--- config.mk ---
export PLATFORM = sky130hd
export DESIGN_NAME = lsu_mem_bridge
export DESIGN_NICKNAME = d
export VERILOG_FILES = /design/src/rtl/lsu_pkg.sv /design/src/rtl/lsu_lane.sv /design/src/rtl/lsu_mem_bridge.sv
export SDC_FILE = /design/constraint.sdc
export NUM_CORES = 1
export LEC_CHECK = 0
export CAP_MARGIN = 20
export CORE_MARGIN = 10
export CORE_UTILIZATION = 30
export DETAILED_ROUTE_END_ITERATION = 12
export PLACE_DENSITY = 0.56
export REMOVE_ABC_BUFFERS = 1
export SLEW_MARGIN = 20
export SYNTH_ARGS = -nofsm -noshare
export SYNTH_HDL_FRONTEND = slang
export SYNTH_SLANG_ARGS = --single-unit
--- constraint.sdc ---
create_clock -name clk -period 4.65 [get_ports clk]
set_input_delay 0.465 -clock clk [delete_from_list [all_inputs] [get_ports clk]]
set_output_delay 0.465 -clock clk [all_outputs]
set_load 0.01 [all_outputs]
--- src/rtl/lsu_pkg.sv ---
// Shared types and helpers for the load/store memory bridge.
package lsu_pkg;

  typedef enum logic [1:0] {
    IDLE,
    WAIT,
    DONE
  } state_t;

  localparam logic [1:0] SZ_B = 2'd0;
  localparam logic [1:0] SZ_H = 2'd1;
  localparam logic [1:0] SZ_W = 2'd2;

  function automatic logic misaligned(
    input logic [1:0] size,
    input logic [1:0] off
  );
    logic bad;
    bad = 1'b1;
    case (size)
      SZ_B:    bad = 1'b0;
      SZ_H:    bad = off[0];
      SZ_W:    bad = (off != 2'b00);
      default: bad = 1'b1;
    endcase
    return bad;
  endfunction

endpackage

--- src/rtl/lsu_lane.sv ---
// Byte-lane steering: store enables/replication and load extraction.
module lsu_lane
  import lsu_pkg::*;
(
  input  logic [1:0]  size,
  input  logic [1:0]  off,
  input  logic [31:0] wdata,
  output logic [3:0]  be,
  output logic [31:0] wrep,
  input  logic [1:0]  ld_size,
  input  logic [1:0]  ld_off,
  input  logic        ld_unsigned,
  input  logic [31:0] word,
  output logic [31:0] ld_value
);

  logic [31:0] shifted;
  logic        sx;

  always_comb begin
    be   = 4'hF;
    wrep = wdata;
    case (size)
      SZ_B: begin
        be   = 4'b0001 << off;
        wrep = {4{wdata[7:0]}};
      end
      SZ_H: begin
        be   = 4'b0011 << off;
        wrep = {2{wdata[15:0]}};
      end
      default: begin
        be   = 4'hF;
        wrep = wdata;
      end
    endcase
  end

  always_comb begin
    shifted  = word >> {ld_off, 3'b000};
    sx       = 1'b0;
    ld_value = shifted;
    case (ld_size)
      SZ_B: begin
        sx       = ~ld_unsigned & shifted[7];
        ld_value = {{24{sx}}, shifted[7:0]};
      end
      SZ_H: begin
        sx       = ~ld_unsigned & shifted[15];
        ld_value = {{16{sx}}, shifted[15:0]};
      end
      default: ld_value = shifted;
    endcase
  end

endmodule

--- src/rtl/lsu_mem_bridge.sv ---
// Core data port to req/ack memory bridge with stall, lane steering,
// misalignment detection and a bounded wait for the memory ack.
module lsu_mem_bridge
  import lsu_pkg::*;
#(
  parameter int TIMEOUT = 255,
  parameter int ADDR_W  = 32
) (
  input  logic              clk,
  input  logic              rst,
  input  logic              req_valid,
  input  logic              req_we,
  input  logic [ADDR_W-1:0] req_adr,
  input  logic [31:0]       req_wdata,
  input  logic [1:0]        req_size,
  input  logic              req_unsigned,
  output logic              stall,
  output logic [31:0]       rdata,
  output logic              rdata_valid,
  output logic              err,
  output logic              mem_req,
  output logic              mem_we,
  output logic [ADDR_W-1:0] mem_adr,
  output logic [31:0]       mem_wdata,
  output logic [3:0]        mem_be,
  input  logic              mem_ack,
  input  logic [31:0]       mem_rdata
);

  state_t      state;
  state_t      nxt;
  logic [15:0] cnt;
  logic        we_q;
  logic        uns_q;
  logic [1:0]  size_q;
  logic [1:0]  off_q;
  logic        err_q;
  logic [31:0] rdata_q;
  logic [ADDR_W-1:0] adr_q;
  logic [31:0] wdata_q;
  logic [3:0]  be_q;

  logic [3:0]  be_c;
  logic [31:0] wrep_c;
  logic [31:0] ld_val;
  logic        bad;
  logic        expired;

  assign bad     = misaligned(req_size, req_adr[1:0]);
  assign expired = (cnt == 16'(TIMEOUT - 1));

  lsu_lane u_lane (
    .size        (req_size),
    .off         (req_adr[1:0]),
    .wdata       (req_wdata),
    .be          (be_c),
    .wrep        (wrep_c),
    .ld_size     (size_q),
    .ld_off      (off_q),
    .ld_unsigned (uns_q),
    .word        (mem_rdata),
    .ld_value    (ld_val)
  );

  always_ff @(posedge clk) begin
    if (rst) state <= IDLE;
    else     state <= nxt;
  end

  always_comb begin
    nxt = state;
    case (state)
      IDLE:    if (req_valid) nxt = bad ? DONE : WAIT;
      WAIT:    if (mem_ack || expired) nxt = DONE;
      DONE:    nxt = IDLE;
      default: nxt = IDLE;
    endcase
  end

  always_ff @(posedge clk) begin
    if (rst) begin
      cnt     <= '0;
      we_q    <= 1'b0;
      uns_q   <= 1'b0;
      size_q  <= '0;
      off_q   <= '0;
      err_q   <= 1'b0;
      rdata_q <= '0;
      adr_q   <= '0;
      wdata_q <= '0;
      be_q    <= '0;
    end else begin
      case (state)
        IDLE: begin
          cnt <= '0;
          if (req_valid && bad) begin
            err_q   <= 1'b1;
            rdata_q <= '0;
          end else if (req_valid) begin
            err_q   <= 1'b0;
            we_q    <= req_we;
            uns_q   <= req_unsigned;
            size_q  <= req_size;
            off_q   <= req_adr[1:0];
            adr_q   <= {req_adr[ADDR_W-1:2], 2'b00};
            be_q    <= be_c;
            wdata_q <= req_we ? wrep_c : 32'h0;
          end
        end
        WAIT: begin
          cnt <= cnt + 16'd1;
          if (mem_ack) begin
            rdata_q <= we_q ? 32'h0 : ld_val;
            err_q   <= 1'b0;
          end else if (expired) begin
            rdata_q <= '0;
            err_q   <= 1'b1;
          end
        end
        default: err_q <= 1'b0;
      endcase
    end
  end

  assign stall       = req_valid && (state != DONE);
  assign mem_req     = (state == WAIT);
  assign mem_we      = we_q && (state == WAIT);
  assign mem_adr     = adr_q;
  assign mem_wdata   = wdata_q;
  assign mem_be      = be_q;
  assign rdata_valid = (state == DONE);
  assign rdata       = rdata_q;
  assign err         = err_q;

endmodule
==> metrics.yaml, run 1 <==
status:
  status: "finished clean"
setup_path:
  worstSetupPathType: "in -> reg"
  worst_setup_path_start_kind: "input pin"
  rrSetupSlack_ps: 2370
  slowest_delay_ps: 750
  crit_required_ps: 4980
  crit_path_start: "req_adr[0]"
  path_cells: "clkdlybuf4s50_1 -> nor3_1 -> o211a_2 -> buf_4 -> nand3_1 -> a21oi_1"
  crit_path_end_kind: "register"
  critPathCapture: "mem_wdata[21]$_SDFFE_PP0P_"
  critPathMaxFanout: 36
  r2r-start: "off_q[1]$_SDFFE_PP0P_"
  r2r_cells: 3
  cpMaxStageDelayCell: "o211a_2"
  crit_arrival_ps: 2930
  timing.rr.end: "rdata[29]$_SDFFE_PP0P_"
cts:
  post_cts_resized: 0
  worstSkewPairLatency_ps: 410
  cts-root-buf: "clkbuf_16"
  postCtsSetupBuffers: 0
  cts_buffers: 17
  clk_pin_slew_worst_paths_ps: 50
  h-tree-depth: 4
  cts_tree: "done"
  ctsHoldBuffers: 0
  clock_path_buffers: 2
  cts.sinks: 123
finish:
  drive_gt1_share_pct: 9.32
  fin_nets: 941
  seq_area_um2: 2460
  final_core_util_pct: 46.1
  fillCellCount: 1760
  multi_input_area_um2: 2750
  fin_cells: 1077
  postLayoutCellArea_um2: 8320
  syn_to_final_growth_pct: 50.9
  antenna_cells: 0
floorplan:
  io_pins: 209
  start_util_pct: 30.6
  die_area_um2: 24200
  die_h_um: 156
  coreArea_um2: 18000
  die_w_um: 156
  num_rows: 49
synthesis:
  netlist_instances: 655
  synth_xor_area_share_pct: 1.91
  synth.area.top_cells: "dfxtp_1 45%, nand2_1 8.4%, a21oi_1 7.0%"
  avgSynthCellArea_um2: 8.41
  synth-seq-cells: 123
  yosys.area.top_type: "dfxtp_1"
  synth-compound-area-share_pct: 18.9
  synth.top_cell.area_share_pct: 44.7
  syn_area_um2: 5510
  synth_top_family_by_area: "simple AND/OR/NAND/NOR gates"
  ys.flop_type: "dfxtp_1"
  synthAdderAreaFrac_pct: 0.454
  ys_types: 52
  muxShareOfSynthArea_pct: 8.43
  synthSimpleGateAreaFrac_pct: 20.1
  synth_common_cells: "123 x dfxtp_1, 123 x nand2_1, 77 x a21oi_1"
  ys_warn_count: 0
  async_flop_share_pct: 0
  yosysSeqAreaShare_pct: 44.7
  synth_edf_count: 0
sta:
  worst_slack_ps: 2050
  min_period_over_period_pct: 55.9
  tightest_slew_ps: 854
  worst_hold_slack_ps: 451
  slew_viol_final: 0
  fin_skew_ps: 6.79
  rsz0062_at_grt: "no"
  setup_tns_ps: 0
  finalSetupViolCount: 0
  max_freq_ghz: 0.385
  slew_headroom_pct: 42.9
  hold_viol: 0
  min_period_ps: 2600
detailed_routing:
  wire_per_inst_um: 18.1
  detail_route.iter0.violations: 235
  met2_length_mm: 8.51
  num_vias: 5385
  ant_nets: 0
  wl_mm: 19.5
  dr_wl_met3_mm: 2.32
  drcViolationCount: 0
  drt-vias-per-instance: 5.00
  top_layer: "met4"
  dr.pass1.iters: 4
  wl_met1_mm: 8.39
grt:
  antenna_found_initial: 0
  grt_overflow: 0
  grt_pass1_wl_mm: 31.0
  gr-usage-all-layers_pct: 15.9
  grt_max_degree: 65
  first_global_vias: 5645
power_and_ir_drop:
  power.density_nw_per_um2: 350
  power_mw: 2.91
  leakagePower_nw: 2.94
  ir_drop_v: 0.000251
placement:
  dp_cells: 1045
  gp_congestion: 0.783
  io_buffers: 206
  dpl.hpwl_mm: 13.9
  preCtsSetupSlack_ps: 1630
  place_area_um2: 7700
run:
  max-cap-violations: 0
hold_path:
  hold_path.class: "reg -> reg"
[state kept, by name, indices dropped and copies added (netlist names), 2 cells and up]
register and count:
size_q 2, rdata 32, state 2, mem_be 4, cnt 16, mem_wdata 32, off_q 2, mem_adr 30
[cells in the final DEF, fill, tap and decap left out, types with 5 or more instances in the layout]
master / netlist / final
nor2_1: 29 / 29
mux2_2: 25 / 25
clkinvlp_4: 0 / 5
a221o_1: 16 / 16
a22o_1: 9 / 9
xnor2_1: 5 / 5
clkbuf_16: 0 / 17
inv_1: 15 / 15
clkdlybuf4s50_1: 0 / 205
nor2b_1: 12 / 12
nand2_1: 123 / 123
buf_4: 3 / 8
nand3_1: 38 / 38
o21ai_0: 26 / 26
a211o_1: 7 / 7
xor2_1: 7 / 7
mux2i_1: 16 / 16
a31oi_1: 7 / 7
o2bb2ai_1: 7 / 7
a21oi_1: 77 / 77
dfxtp_1: 123 / 122
nor3_1: 11 / 11
[how the worst min path moves through the flow]
stage	start	to	slack (ps)	cells past startpoint
global placement	mem_wdata[12]$_SDFFE_PP0P_	mem_wdata[12]$_SDFFE_PP0P_	440	2
CTS	mem_wdata[1]$_SDFFE_PP0P_	mem_wdata[1]$_SDFFE_PP0P_	450	2
finish	mem_adr[30]$_SDFFE_PP0P_	mem_adr[30]$_SDFFE_PP0P_	450	2
floorplan	we_q$_SDFFE_PP0P_	we_q$_SDFFE_PP0P_	430	2
global route	mem_wdata[9]$_SDFFE_PP0P_	mem_wdata[9]$_SDFFE_PP0P_	470	2
detailed placement	mem_wdata[1]$_SDFFE_PP0P_	mem_wdata[1]$_SDFFE_PP0P_	440	2
[logic make-up after synthesis]
group,Yosys count
AO/OA/AOI/OAI,163
XOR/XNOR,12
adder cells (fa/ha/maj),2
buffers and inverters,71
flip-flops,123
multiplexers,42
other,1
AND/OR/NAND/NOR,241
[worst max-delay path: cells and delay by family]
| family | cells | cell delay (ps) |
|---|---|---|
| buffers and inverters | 2 | 950 |
| AOI/OAI and AO/OA | 2 | 920 |
| and+or+nand+nor | 2 | 580 |
[routing by layer]
metal  vias to the layer above  GRT usage (%)
li1                       2659              -
met1                      2531           18.7
met2                       178           23.8
met3                        17           9.48
met4                         0           4.55
met5                         -              0
[power by group]
| part | internal, mW | switching (mW) |
|---|---|---|
| sequential | 1.09 | 0.0283 |
| combinational | 0.214 | 0.196 |
| clock | 0.882 | 0.494 |
[area by class of cell]
type | count | share of cell area, %
Clock inverter | 11 | 1.72
Timing Repair Buffer | 216 | 25.8
Inverter | 15 | 0.677
Multi-Input combinational cell | 462 | 33.1
Clock buffer | 21 | 5.66
Sequential cell | 123 | 29.6
Tap cell | 229 | 3.45
Power figures use the tool's default switching activity.
==> run 2, diff against run 1 <==
==> constraint.sdc (replaced) <==
create_clock -name clk -period 2.5 [get_ports clk]
set_input_delay 0.25 -clock clk [delete_from_list [all_inputs] [get_ports clk]]
set_output_delay 0.25 -clock clk [all_outputs]
set_load 0.01 [all_outputs]
==> run 2 against run 1 <==
  * Global-route usage down 0.16 points
  * First-iteration DRC count increased by 23%
  * Clock skew is 2.7 ps higher
  * Die area is the same
  * Total power increased by 79%
  * Critical path type is now reg -> out
  * Highest routed layer is now met5
==> metrics.yaml, run 2 (synthesized netlist as in run 1, its figures left out) <==
setup_path:
  worst_setup_path_start_kind: "register"
  crit_arrival_ps: 1900
  cpMaxStageDelayCell: "dfxtp_1"
  critPathMaxFanout: 14
  critPathBufInv: 2
  crit_required_ps: 2250
  path_cells: "nand2b_1 -> inv_1 -> and2_1 -> clkdlybuf4s50_1"
  critical-path-top-delay-family: "flip-flops"
  crit_path_end_kind: "output pin"
  worstSetupPathType: "reg -> out"
  slowest_delay_ps: 560
cts:
  post_cts_resized: 0
  clk_pin_slew_worst_paths_ps: 50
  postCtsSetupBuffers: 0
  cts-root-buf: "clkbuf_16"
  h-tree-depth: 4
  worstSkewPairLatency_ps: 420
  ctsHoldBuffers: 0
  cts_tree: "done"
  cts.sinks: 123
  clock_path_buffers: 2
  cts_buffers: 17
floorplan:
  coreArea_um2: 18000
  start_util_pct: 30.6
  die_h_um: 156
  die_area_um2: 24200
  die_w_um: 156
  num_rows: 49
  io_pins: 209
sta:
  slew_headroom_pct: 45.4
  slew_viol_final: 0
  fin_skew_ps: 9.49
  min_period_ps: 2150
  tightest_slew_ps: 818
  rsz0062_at_grt: "no"
  min_period_over_period_pct: 86.1
  finalSetupViolCount: 0
  setup_tns_ps: 0
  hold_viol: 0
  worst_slack_ps: 349
  max_freq_ghz: 0.465
run:
  max-cap-violations: 0
power_and_ir_drop:
  power.density_nw_per_um2: 623
  leakagePower_nw: 2.95
  power_mw: 5.20
  ir_drop_v: 0.000451
detailed_routing:
  wire_per_inst_um: 18.0
  ant_nets: 0
  dr.pass1.iters: 4
  drcViolationCount: 0
  detail_route.iter0.violations: 290
  wl_mm: 19.5
  drt-vias-per-instance: 5.02
  num_vias: 5447
finish:
  fin_cells: 1085
  mostFrequentLayoutCell: "clkdlybuf4s50_1"
  drive_gt1_share_pct: 9.82
  postLayoutCellArea_um2: 8350
  syn_to_final_growth_pct: 51.5
  fin_nets: 948
  final_cell_mix: "205 x clkdlybuf4s50_1, 123 x nand2_1, 123 x dfxtp_1"
  fillCellCount: 1754
hold_path:
  hold_path.class: "in -> reg"
placement:
  place_area_um2: 7780
  dpl.hpwl_mm: 14.0
  preCtsSetupSlack_ps: 277
  dp_cells: 1052
  io_buffers: 206
  gp_congestion: 0.812
grt:
  grt_max_degree: 73
  gr-usage-all-layers_pct: 15.7
  antenna_found_initial: 2
  first_global_vias: 5577
  grt_overflow: 0
  grt_pass1_wl_mm: 30.7
status:
  status: "finished clean"
-- run 2: changes by cell type in the layout (fill, tap and decap cells not counted) --
cell / delta
buf_4: +6
clkinv_2: +1
o21ai_1: +1
buf_2: -1
o21ai_2: -1
dfxtp_1: +1
clkinvlp_4: +1
bufinv_16: -2
buf_12: +2
dfxtp_2: -1
diode_2: +1
-- run 2: routing by layer --
metal | GRT usage, % | up-vias | part of all wire [%]
met4 | 5.08 | 2 | 1.5
met2 | 23.8 | 212 | 43
met5 | 0 | - | 0.036
met3 | 8.88 | 24 | 13
met1 | 18.4 | 2539 | 42
li1 | - | 2670 | -
-- run 2: metrics by stage --
stage	hold slack (ps)	util, %
finish	135	46.3
global route	136	46.3
CTS	118	46.3
detailed placement	445	43.1
global placement	438	43.1
floorplan	319	-
-- run 2: power by group --
part | total (mW) | leakage [nW] | internal, mW | switching (mW)
registers | 2.08 | 0.997 | 2.03 | 0.0458
logic | 0.787 | 1.69 | 0.412 | 0.374
clock network | 2.33 | 0.263 | 1.44 | 0.899
-- run 2: worst paths after layout --
path                            depth (start not counted)                          to  slack (ps)                  startpoint
worst max-delay path                                    4                      mem_we         350       state[1]$_SDFFE_PP0P_
worst max register to register                          7      rdata[31]$_SDFFE_PP0P_         370         cnt[0]$_SDFFE_PP0P_
worst min-delay path                                    2      size_q[1]$_SDFFE_PP0P_         140                         rst
worst min register to register                          2  mem_wdata[19]$_SDFFE_PP0P_         450  mem_wdata[19]$_SDFFE_PP0P_
-- run 2: cell type report --
cell class | count | area (um^2) | share of cell area [%]
Multi-Input combinational cell | 462 | 2750 | 33.0
Antenna cell | 1 | 2.50 | 0.0300
Sequential cell | 123 | 2460 | 29.5
Timing Repair Buffer | 223 | 2220 | 26.6
Tap cell | 229 | 287 | 3.43
Clock inverter | 11 | 95.1 | 1.14
Inverter | 15 | 56.3 | 0.675
Clock buffer | 21 | 470 | 5.64
-- run 2: worst register-to-register path, cell delays in order, from the launching register on --
cell and delay, ps:
dfxtp_1 340, inv_1 80, ha_1 150, nor4b_2 230, nand4_2 230, a311o_1 440
buf_12 180, a221o_1 370
==> run 3, diff against run 2 <==
--- a/config.mk
+++ b/config.mk
@@ -7,9 +7,9 @@
 export LEC_CHECK = 0
 export CAP_MARGIN = 20
 export CORE_MARGIN = 10
-export CORE_UTILIZATION = 30
+export CORE_UTILIZATION = 40
 export DETAILED_ROUTE_END_ITERATION = 12
-export PLACE_DENSITY = 0.56
+export PLACE_DENSITY = 0.72
 export REMOVE_ABC_BUFFERS = 1
 export SLEW_MARGIN = 20
 export SYNTH_ARGS = -nofsm -noshare
==> constraint.sdc (replaced) <==
create_clock -name clk -period 2.5 [get_ports clk]
set_input_delay 0.25 -clock clk [delete_from_list [all_inputs] [get_ports clk]]
set_output_delay 0.25 -clock clk [all_outputs]
set_load 0.005 [all_outputs]
==> run 3 against run 2 <==
  * Flip-flop and latch count unchanged
  * Via count up 1.9%
  * Register-to-register slack gained 60 ps
  * Core utilization rose by 16 points
  * Critical path depth stayed put
  * Routed wire length is 2.6% lower
  * Maximum frequency increased by 1.3%
  * Non-clock buffer count grew 3
  * Critical path type unchanged
==> metrics.yaml, run 3 (synthesized netlist as in run 1, its figures left out) <==
setup_path:
  worstSetupPathType: "reg -> out"
  worst_setup_path_start_kind: "register"
  critPathMaxFanout: 14
  crit_arrival_ps: 1870
  crit_path_end_kind: "output pin"
  crit_required_ps: 2250
cts:
  cts-root-buf: "clkbuf_16"
  worstSkewPairLatency_ps: 410
  clk_pin_slew_worst_paths_ps: 60
  cts_buffers: 17
  clock_path_buffers: 2
  post_cts_resized: 0
  postCtsSetupBuffers: 0
  cts.sinks: 123
  cts_tree: "done"
  h-tree-depth: 4
  ctsHoldBuffers: 0
floorplan:
  die_w_um: 137
  die_area_um2: 18900
  start_util_pct: 41.3
  die_h_um: 137
  io_pins: 209
  num_rows: 42
  coreArea_um2: 13300
detailed_routing:
  num_vias: 5552
  detail_route.iter0.violations: 318
  wl_mm: 19.0
  drcViolationCount: 0
  dr.pass1.iters: 5
  wire_per_inst_um: 18.4
  drt-vias-per-instance: 5.37
  ant_nets: 0
grt:
  grt_pass1_wl_mm: 29.5
  first_global_vias: 5587
  antenna_found_initial: 0
  gr-usage-all-layers_pct: 19.8
  grt_overflow: 0
  grt_max_degree: 68
sta:
  worst_slack_ps: 376
  setup_tns_ps: 0
  max_freq_ghz: 0.471
  finalSetupViolCount: 0
  min_period_ps: 2120
  tightest_slew_ps: 1100
  rsz0062_at_grt: "no"
  slew_viol_final: 0
  fin_skew_ps: 7.84
  slew_headroom_pct: 25.9
  min_period_over_period_pct: 85.0
  worst_hold_slack_ps: 175
  hold_viol: 0
power_and_ir_drop:
  sw_frac_of_total_pct: 23.5
  power_frac_seq_pct: 38.1
  pwr-share-clk_pct: 47.8
  ir_drop_v: 0.000397
  power.density_nw_per_um2: 652
  leakagePower_nw: 3.00
  combPwrFrac_pct: 14.1
  p_switching_mw: 1.28
  p_int_mw: 4.17
placement:
  dpl.hpwl_mm: 14.0
  place_area_um2: 7750
  io_buffers: 206
  preCtsSetupSlack_ps: 231
  gp_congestion: 0.815
finish:
  fillCellCount: 1122
  drive_gt1_share_pct: 9.91
  multi_input_area_um2: 2750
  syn_to_final_growth_pct: 52.0
  seq_area_um2: 2460
  mostFrequentLayoutCell: "clkdlybuf4s50_1"
  antenna_cells: 0
  postLayoutCellArea_um2: 8380
  fin_nets: 951
  final_cell_mix: "205 x clkdlybuf4s50_1, 123 x nand2_1, 123 x dfxtp_1"
hold_path:
  hold_path.class: "in -> reg"
run:
  max-cap-violations: 0
status:
  status: "finished clean"
[run 3: worst paths after layout]
check	startpoint	end	slack (ps)	cells after the start
hold / removal	rst	cnt[1]$_SDFFE_PP0P_	170	2
hold reg to reg	mem_adr[23]$_SDFFE_PP0P_	mem_adr[23]$_SDFFE_PP0P_	450	2
setup / recovery	state[1]$_SDFFE_PP0P_	mem_we	380	4
setup reg to reg	cnt[0]$_SDFFE_PP0P_	rdata[28]$_SDFFE_PP0P_	430	7
[run 3: area by class of cell]
cell class | instances | area share [%]
Multi-Input combinational cell | 462 | 32.8
Clock buffer | 22 | 5.54
Sequential cell | 123 | 29.4
Clock inverter | 10 | 1.97
Inverter | 15 | 0.672
Timing Repair Buffer | 226 | 26.9
Tap cell | 176 | 2.63
[run 3: power groups by stage]
stage	clock network [mW]	logic [mW]	registers (mW)
floorplan	0	0.272	2.13
finish	2.61	0.772	2.08
global placement	0	0.755	2.11
detailed placement	0	0.771	2.12
global route	2.74	0.837	2.09
CTS	2.64	0.776	2.08
[run 3: worst max-delay path: stages, from the launching register on]
cell and delay, ps:
dfxtp_1 580, nand2b_1 210, inv_1 60, and2_1 140, clkdlybuf4s50_1 460
[run 3: per-stage QoR]
step / instances / util (%) / power, mW
3_5_place_dp: 1002 / 58.0 / 2.89
5_1_grt: 1034 / 62.7 / 5.66
2_1_floorplan: 600 / - / 2.40
4_1_cts: 1034 / 62.7 / 5.50
6_report: 1034 / 62.7 / 5.46
3_3_place_gp: 1002 / 58.0 / 2.87
[run 3: metal layers]
| layer | global-route usage [%] | part of all wire, % | vias to the layer above |
|---|---|---|---|
| li1 | - | - | 2677 |
| met1 | 21.4 | 39 | 2619 |
| met2 | 31.5 | 47 | 234 |
| met3 | 11.2 | 12 | 22 |
| met4 | 7.61 | 1.8 | 0 |
| met5 | 0 | 0 | - |
